### config.mk
export PLATFORM = sky130hd
export DESIGN_NAME = fifo_burst_scheduler
export DESIGN_NICKNAME = d
export VERILOG_FILES = /design/src/rtl/fifo_burst_scheduler.sv
export SDC_FILE = /design/constraint.sdc
export NUM_CORES = 1
export LEC_CHECK = 0
export CORE_MARGIN = 3
export CORE_UTILIZATION = 35
export CTS_CLUSTER_SIZE = 24
export DETAILED_ROUTE_END_ITERATION = 7
export PLACE_DENSITY = 0.58
export SYNTH_ARGS = -nofsm -noshare
export SYNTH_HDL_FRONTEND = slang
export SYNTH_SLANG_ARGS = --single-unit
### constraint.sdc
create_clock -name clk -period 3.65 [get_ports clk]
set_input_delay 0.365 -clock clk [delete_from_list [all_inputs] [get_ports clk]]
set_output_delay 0.365 -clock clk [all_outputs]
set_load 0.005 [all_outputs]
### src/rtl/fifo_burst_scheduler.sv
// Burst scheduler for the capture-path prefetch FIFO: counts fill, issues full or flush-remainder DDR write bursts.
// burst_req rises 2 cycles after the enabling write; beats pass combinationally and stall on out_ready/fifo_rd_vld.
module fifo_burst_scheduler #(
  parameter int                    DATA_WIDTH  = 16,
  parameter int                    DEPTH_WIDTH = 11,
  parameter int                    BURST_LEN   = 64,
  parameter int                    ADDR_WIDTH  = 28,
  parameter logic [ADDR_WIDTH-1:0] BASE_ADDR   = '0
) (
  input  logic                   clk,
  input  logic                   rst,
  input  logic                   in_valid,
  input  logic [DATA_WIDTH-1:0]  in_data,
  output logic                   in_ready,
  output logic                   fifo_wr_en,
  output logic [DATA_WIDTH-1:0]  fifo_wr_data,
  input  logic                   fifo_wr_vld,
  output logic                   fifo_rd_en,
  input  logic                   fifo_rd_vld,
  input  logic [DATA_WIDTH-1:0]  fifo_rd_data,
  input  logic                   frame_start,
  input  logic                   flush,
  output logic                   flush_done,
  output logic                   burst_req,
  input  logic                   burst_ack,
  output logic [ADDR_WIDTH-1:0]  burst_addr,
  output logic [DEPTH_WIDTH:0]   burst_len,
  output logic                   out_valid,
  output logic [DATA_WIDTH-1:0]  out_data,
  output logic                   out_last,
  input  logic                   out_ready,
  output logic [DEPTH_WIDTH:0]   level,
  output logic                   overflow
);

  typedef enum logic [1:0] {
    IDLE = 2'd0,
    REQ  = 2'd1,
    XFER = 2'd2
  } state_t;

  localparam logic [DEPTH_WIDTH:0] FULL_LEN = (DEPTH_WIDTH+1)'(BURST_LEN);
  localparam logic [DEPTH_WIDTH:0] ONE      = (DEPTH_WIDTH+1)'(1);

  state_t                  state;
  logic [ADDR_WIDTH-1:0]   addr;
  logic [DEPTH_WIDTH:0]    beat;
  logic                    flush_pend;
  logic                    frame_pend;
  logic                    partial;
  logic                    wr_evt;
  logic                    rd_evt;
  logic                    in_xfer;
  logic                    last_beat;

  // The upstream stream cannot stall; the FIFO write strobe simply mirrors it.
  assign in_ready     = fifo_wr_vld;
  assign fifo_wr_en   = in_valid;
  assign fifo_wr_data = in_data;

  assign wr_evt = fifo_wr_en & fifo_wr_vld;
  assign rd_evt = fifo_rd_en & fifo_rd_vld;

  assign in_xfer    = (state == XFER);
  assign out_valid  = in_xfer & fifo_rd_vld;
  assign out_data   = fifo_rd_data;
  assign fifo_rd_en = in_xfer & out_ready & fifo_rd_vld;
  assign out_last   = out_valid & (beat == (burst_len - ONE));
  assign last_beat  = out_last & out_ready;
  assign burst_addr = addr;

  always_ff @(posedge clk or posedge rst) begin
    if (rst) begin
      level    <= '0;
      overflow <= 1'b0;
    end else begin
      if (wr_evt && !rd_evt) begin
        level <= level + ONE;
      end else if (rd_evt && !wr_evt) begin
        level <= level - ONE;
      end
      if (frame_start) begin
        overflow <= 1'b0;
      end else if (in_valid && !fifo_wr_vld) begin
        overflow <= 1'b1;
      end
    end
  end

  always_ff @(posedge clk or posedge rst) begin
    if (rst) begin
      state      <= IDLE;
      addr       <= BASE_ADDR;
      burst_len  <= '0;
      burst_req  <= 1'b0;
      beat       <= '0;
      flush_pend <= 1'b0;
      frame_pend <= 1'b0;
      partial    <= 1'b0;
      flush_done <= 1'b0;
    end else begin
      flush_done <= 1'b0;
      if (flush) begin
        flush_pend <= 1'b1;
      end
      case (state)
        IDLE: begin
          if (frame_start) begin
            addr <= BASE_ADDR;
          end
          // A fresh flush arriving while the old one is retired stays pending.
          if (level >= FULL_LEN) begin
            burst_len <= FULL_LEN;
            partial   <= 1'b0;
            burst_req <= 1'b1;
            state     <= REQ;
          end else if (flush_pend && (level != '0)) begin
            burst_len  <= level;
            partial    <= 1'b1;
            flush_pend <= flush;
            burst_req  <= 1'b1;
            state      <= REQ;
          end else if (flush_pend) begin
            flush_pend <= flush;
            flush_done <= 1'b1;
          end
        end
        REQ: begin
          if (frame_start) begin
            frame_pend <= 1'b1;
          end
          if (burst_ack) begin
            burst_req <= 1'b0;
            beat      <= '0;
            state     <= XFER;
          end
        end
        XFER: begin
          if (frame_start) begin
            frame_pend <= 1'b1;
          end
          if (rd_evt) begin
            beat <= beat + ONE;
          end
          // Frame restart overrides the post-burst address advance.
          if (last_beat) begin
            addr       <= (frame_pend || frame_start) ? BASE_ADDR
                                                      : addr + ADDR_WIDTH'(burst_len);
            frame_pend <= 1'b0;
            flush_done <= partial;
            partial    <= 1'b0;
            state      <= IDLE;
          end
        end
        default: begin
          state <= IDLE;
        end
      endcase
    end
  end

endmodule

==> results.yml <==
run_status:
  status: "complete, no violations"
timing:
  setup_violations: 0
  hold_viol: 0
  fmax_mhz: 289
  fin_crit_sh_pct: 94.7
  fin_tns_setup_ps: 0
  holdWs_ps: 499
  slew_headroom_pct: 42.9
  drv_slew: 0
  fin_skew_ps: 4.82
  worst_slack_ps: 193
  rsz0062_at_grt: "no"
  min_period_ps: 3460
  tightest_slew_ps: 856
clock_network:
  cts_buffer_depth: 2
  numCtsBuffers: 9
  cts.sink_count: 72
  h-tree-depth: 3
  clk-insertion-delay-late_ps: 340
  cts.clk_slew.worst_paths_ps: 60
  clock-root-buffer: "clkbuf_16"
  cts_tree: "done"
yosys:
  synth_enable_flop_cells: 0
  synth.cell_area_um2: 5150
  yosysSeqAreaShare_pct: 35.0
  synthArstFlopShare_pct: 100
  synth.distinct_cells: 70
  syn-instance-count: 556
  synth_top_area_share_pct: 35.0
  synth-main-ff-cell: "dfrtp_1"
  synthesis.nets: 627
  yosysWarnings: 0
  synth_area_leaders: "dfrtp_1, ha_1, buf_4, xnor2_1, xor2_1"
  yosys.area.top_type: "dfrtp_1"
  syn_area_per_cell_um2: 9.26
  yosys_register_bits: 72
power:
  combPwrFrac_pct: 43.6
  p_switching_mw: 1.39
  swShare_pct: 38.2
  vdd_ir_drop_max_uv: 428
  p_int_mw: 2.25
  power_density_nw_per_um2: 594
  seq_power_share_pct: 31.1
  clkPwrFrac_pct: 25.3
  p_leak_nw: 2.68
die:
  initial_utilization_pct: 36.4
  core-area_um2: 14100
  die_h_um: 127
  rows: 43
  ios: 133
  die_area_um2: 16200
  die_w_um: 127
global_routing:
  grt_max_degree: 39
  antenna_found_initial: 0
  grtUsageMet1_pct: 21.6
  grt-busiest-layer: "met2"
  grt_pass1_wl_um: 22100
  grt-ovfl-total: 0
  grt_use_met3_pct: 5.10
  grt_pass1_vias: 4369
  grt.total_usage_pct: 16.9
  grtUsageMet2_pct: 27.6
final_layout:
  drive_above_1_share_pct: 9.45
  fillCellCount: 1366
  diodes: 0
  final_net_count: 669
  post-route-util_pct: 43.2
  area_growth_pct: 18.8
critical_path:
  r2r_cells: 10
  start_kind: "register"
  reg2reg_slack_ps: 530
  path_depth: 8
  max_stage_delay_ps: 580
  critPathTopFamily: "simple AND/OR/NAND/NOR gates"
  cp_data_arrival_time_ps: 3090
  critPathKind: "register to output port"
  required_ps: 3280
  cp_num_buf_inv: 2
  critPathCaptureType: "output port"
  critPathMaxFanout: 8
  crit_chain: "inv_1 > ha_1 > nor4b_4 > xnor2_1 > or4_4 > and2_4 > a2111oi_4 > clkdlybuf4s50_1"
  crit_slowest_cell: "clkdlybuf4s50_1"
placed_design:
  io_buffers: 68
  routabilityCongestion: 0.865
  dp_slack_ps: 377
  hpwl_um: 9820
routing:
  drtPass1Iterations: 4
  drtIter0Drc: 273
  wl_per_cell_um: 17.1
  totalWireLength_um: 13400
  ant_nets: 0
  vias: 4339
  drc_errors: 0
  avgViaCountPerCell: 5.54
min_path:
  hold_class: "input pin to async pin"
flow_run:
  cap_violations: 0
-- worst reg2reg max path, delay by kind of cell (launching register included) --
kind,cells,cell delay [ps]
xor+xnor,1,110
flops,1,480
mux,1,390
buf+inv,2,390
fa+ha+maj,1,200
simple gates,4,1220
compound gates,1,210
-- worst paths after layout --
kind | from | endpoint
setup / recovery | burst_len[0] | out_last
hold / removal | rst | burst_addr[3]
setup reg to reg | burst_len[0] | burst_addr[4]
hold reg to reg | overflow | overflow
max in group asynchronous | rst | burst_addr[16]
min in group clk | overflow | overflow
-- synthesized netlist by cell type, drive strengths merged, types with 3 or more instances --
| library cell | count |
|---|---|
| o31ai | 4 |
| or2 | 4 |
| nand3 | 19 |
| a211oi | 7 |
| nor3 | 17 |
| xor2 | 19 |
| buf | 39 |
| nand2 | 38 |
| mux2 | 11 |
| o21a | 3 |
| a21o | 14 |
| nor2b | 4 |
| xnor2 | 20 |
| ha | 28 |
| o211ai | 13 |
| a22o | 6 |
| nor4 | 8 |
| o21ai | 30 |
| or3 | 5 |
| o41ai | 5 |
| dfrtp | 72 |
| and2 | 11 |
| o311a | 4 |
| nand3b | 3 |
| or4 | 7 |
| a21boi | 3 |
| clkbuf | 8 |
| a31oi | 6 |
| a21oi | 22 |
| a211o | 7 |
| nor3b | 4 |
| nor2 | 42 |
| inv | 28 |
| and4 | 4 |
| and3 | 8 |
| nand4 | 5 |
-- state kept, by name, summed over array words and instances, names as in the netlist --
name and cells:
partial 1, burst_addr 28, level 12, burst_len 12, state 2, flush_pend 1
flush_done 1, overflow 1, frame_pend 1, burst_req 1, beat 12
-- placed cells by master, fill, tap and decap left out, types with 15 or more instances in the layout --
cell              n
xnor2_1          20
dfrtp_1          72
ha_1             28
inv_1            27
o21ai_0          30
nand2_1          38
nand3_1          18
a21oi_1          22
xor2_1           19
nor2_1           42
clkdlybuf4s50_1  68
nor3_1           15
-- through the flow --
step / instance area (um2) / std cells / power, mW
floorplan: 5150 / 556 / 2.24
global placement: 5790 / 765 / 2.68
detailed placement: 5790 / 765 / 2.71
CTS: 6100 / 781 / 3.65
global route: 6120 / 783 / 3.89
finish: 6120 / 783 / 3.63
-- cell families after synthesis --
family | synth area share (%)
xor+xnor | 6.64
compound gates | 20.2
simple gates | 18.8
buf+inv | 8.83
flops | 35.0
fa+ha+maj | 7.59
mux | 2.94
-- power groups by stage --
stage / clock, mW / combinational [mW] / sequential [mW]
6_report: 0.918 / 1.59 / 1.13
5_1_grt: 0.975 / 1.76 / 1.16
4_1_cts: 0.942 / 1.58 / 1.13
3_5_place_dp: 0 / 1.56 / 1.14
3_3_place_gp: 0 / 1.54 / 1.14
2_1_floorplan: 0 / 1.14 / 1.09
-- per-layer routing --
| layer | up-vias | share of wire [%] |
|---|---|---|
| met2 | 87 | 48 |
| met5 | - | 0 |
| met1 | 2144 | 47 |
| li1 | 2092 | - |
| met4 | 0 | 1.3 |
| met3 | 16 | 4.1 |
-- final cells by class --
cell class	instances	area, um2	area share, %
well taps	180	225	3.68
multi-input cells	408	2900	47.4
clock inverters	5	55.1	0.900
repair buffers	79	776	12.7
clock buffers	11	253	4.13
flip-flops and latches	72	1800	29.5
inverters	28	105	1.72
-- repair_timing --
action	CTS	global route
setup buffers	0	2
gates resized for setup	0	1
setup endpoints to repair	0	1
hold buffers	0	0
Note: power is estimated with default switching activity, not from simulation.
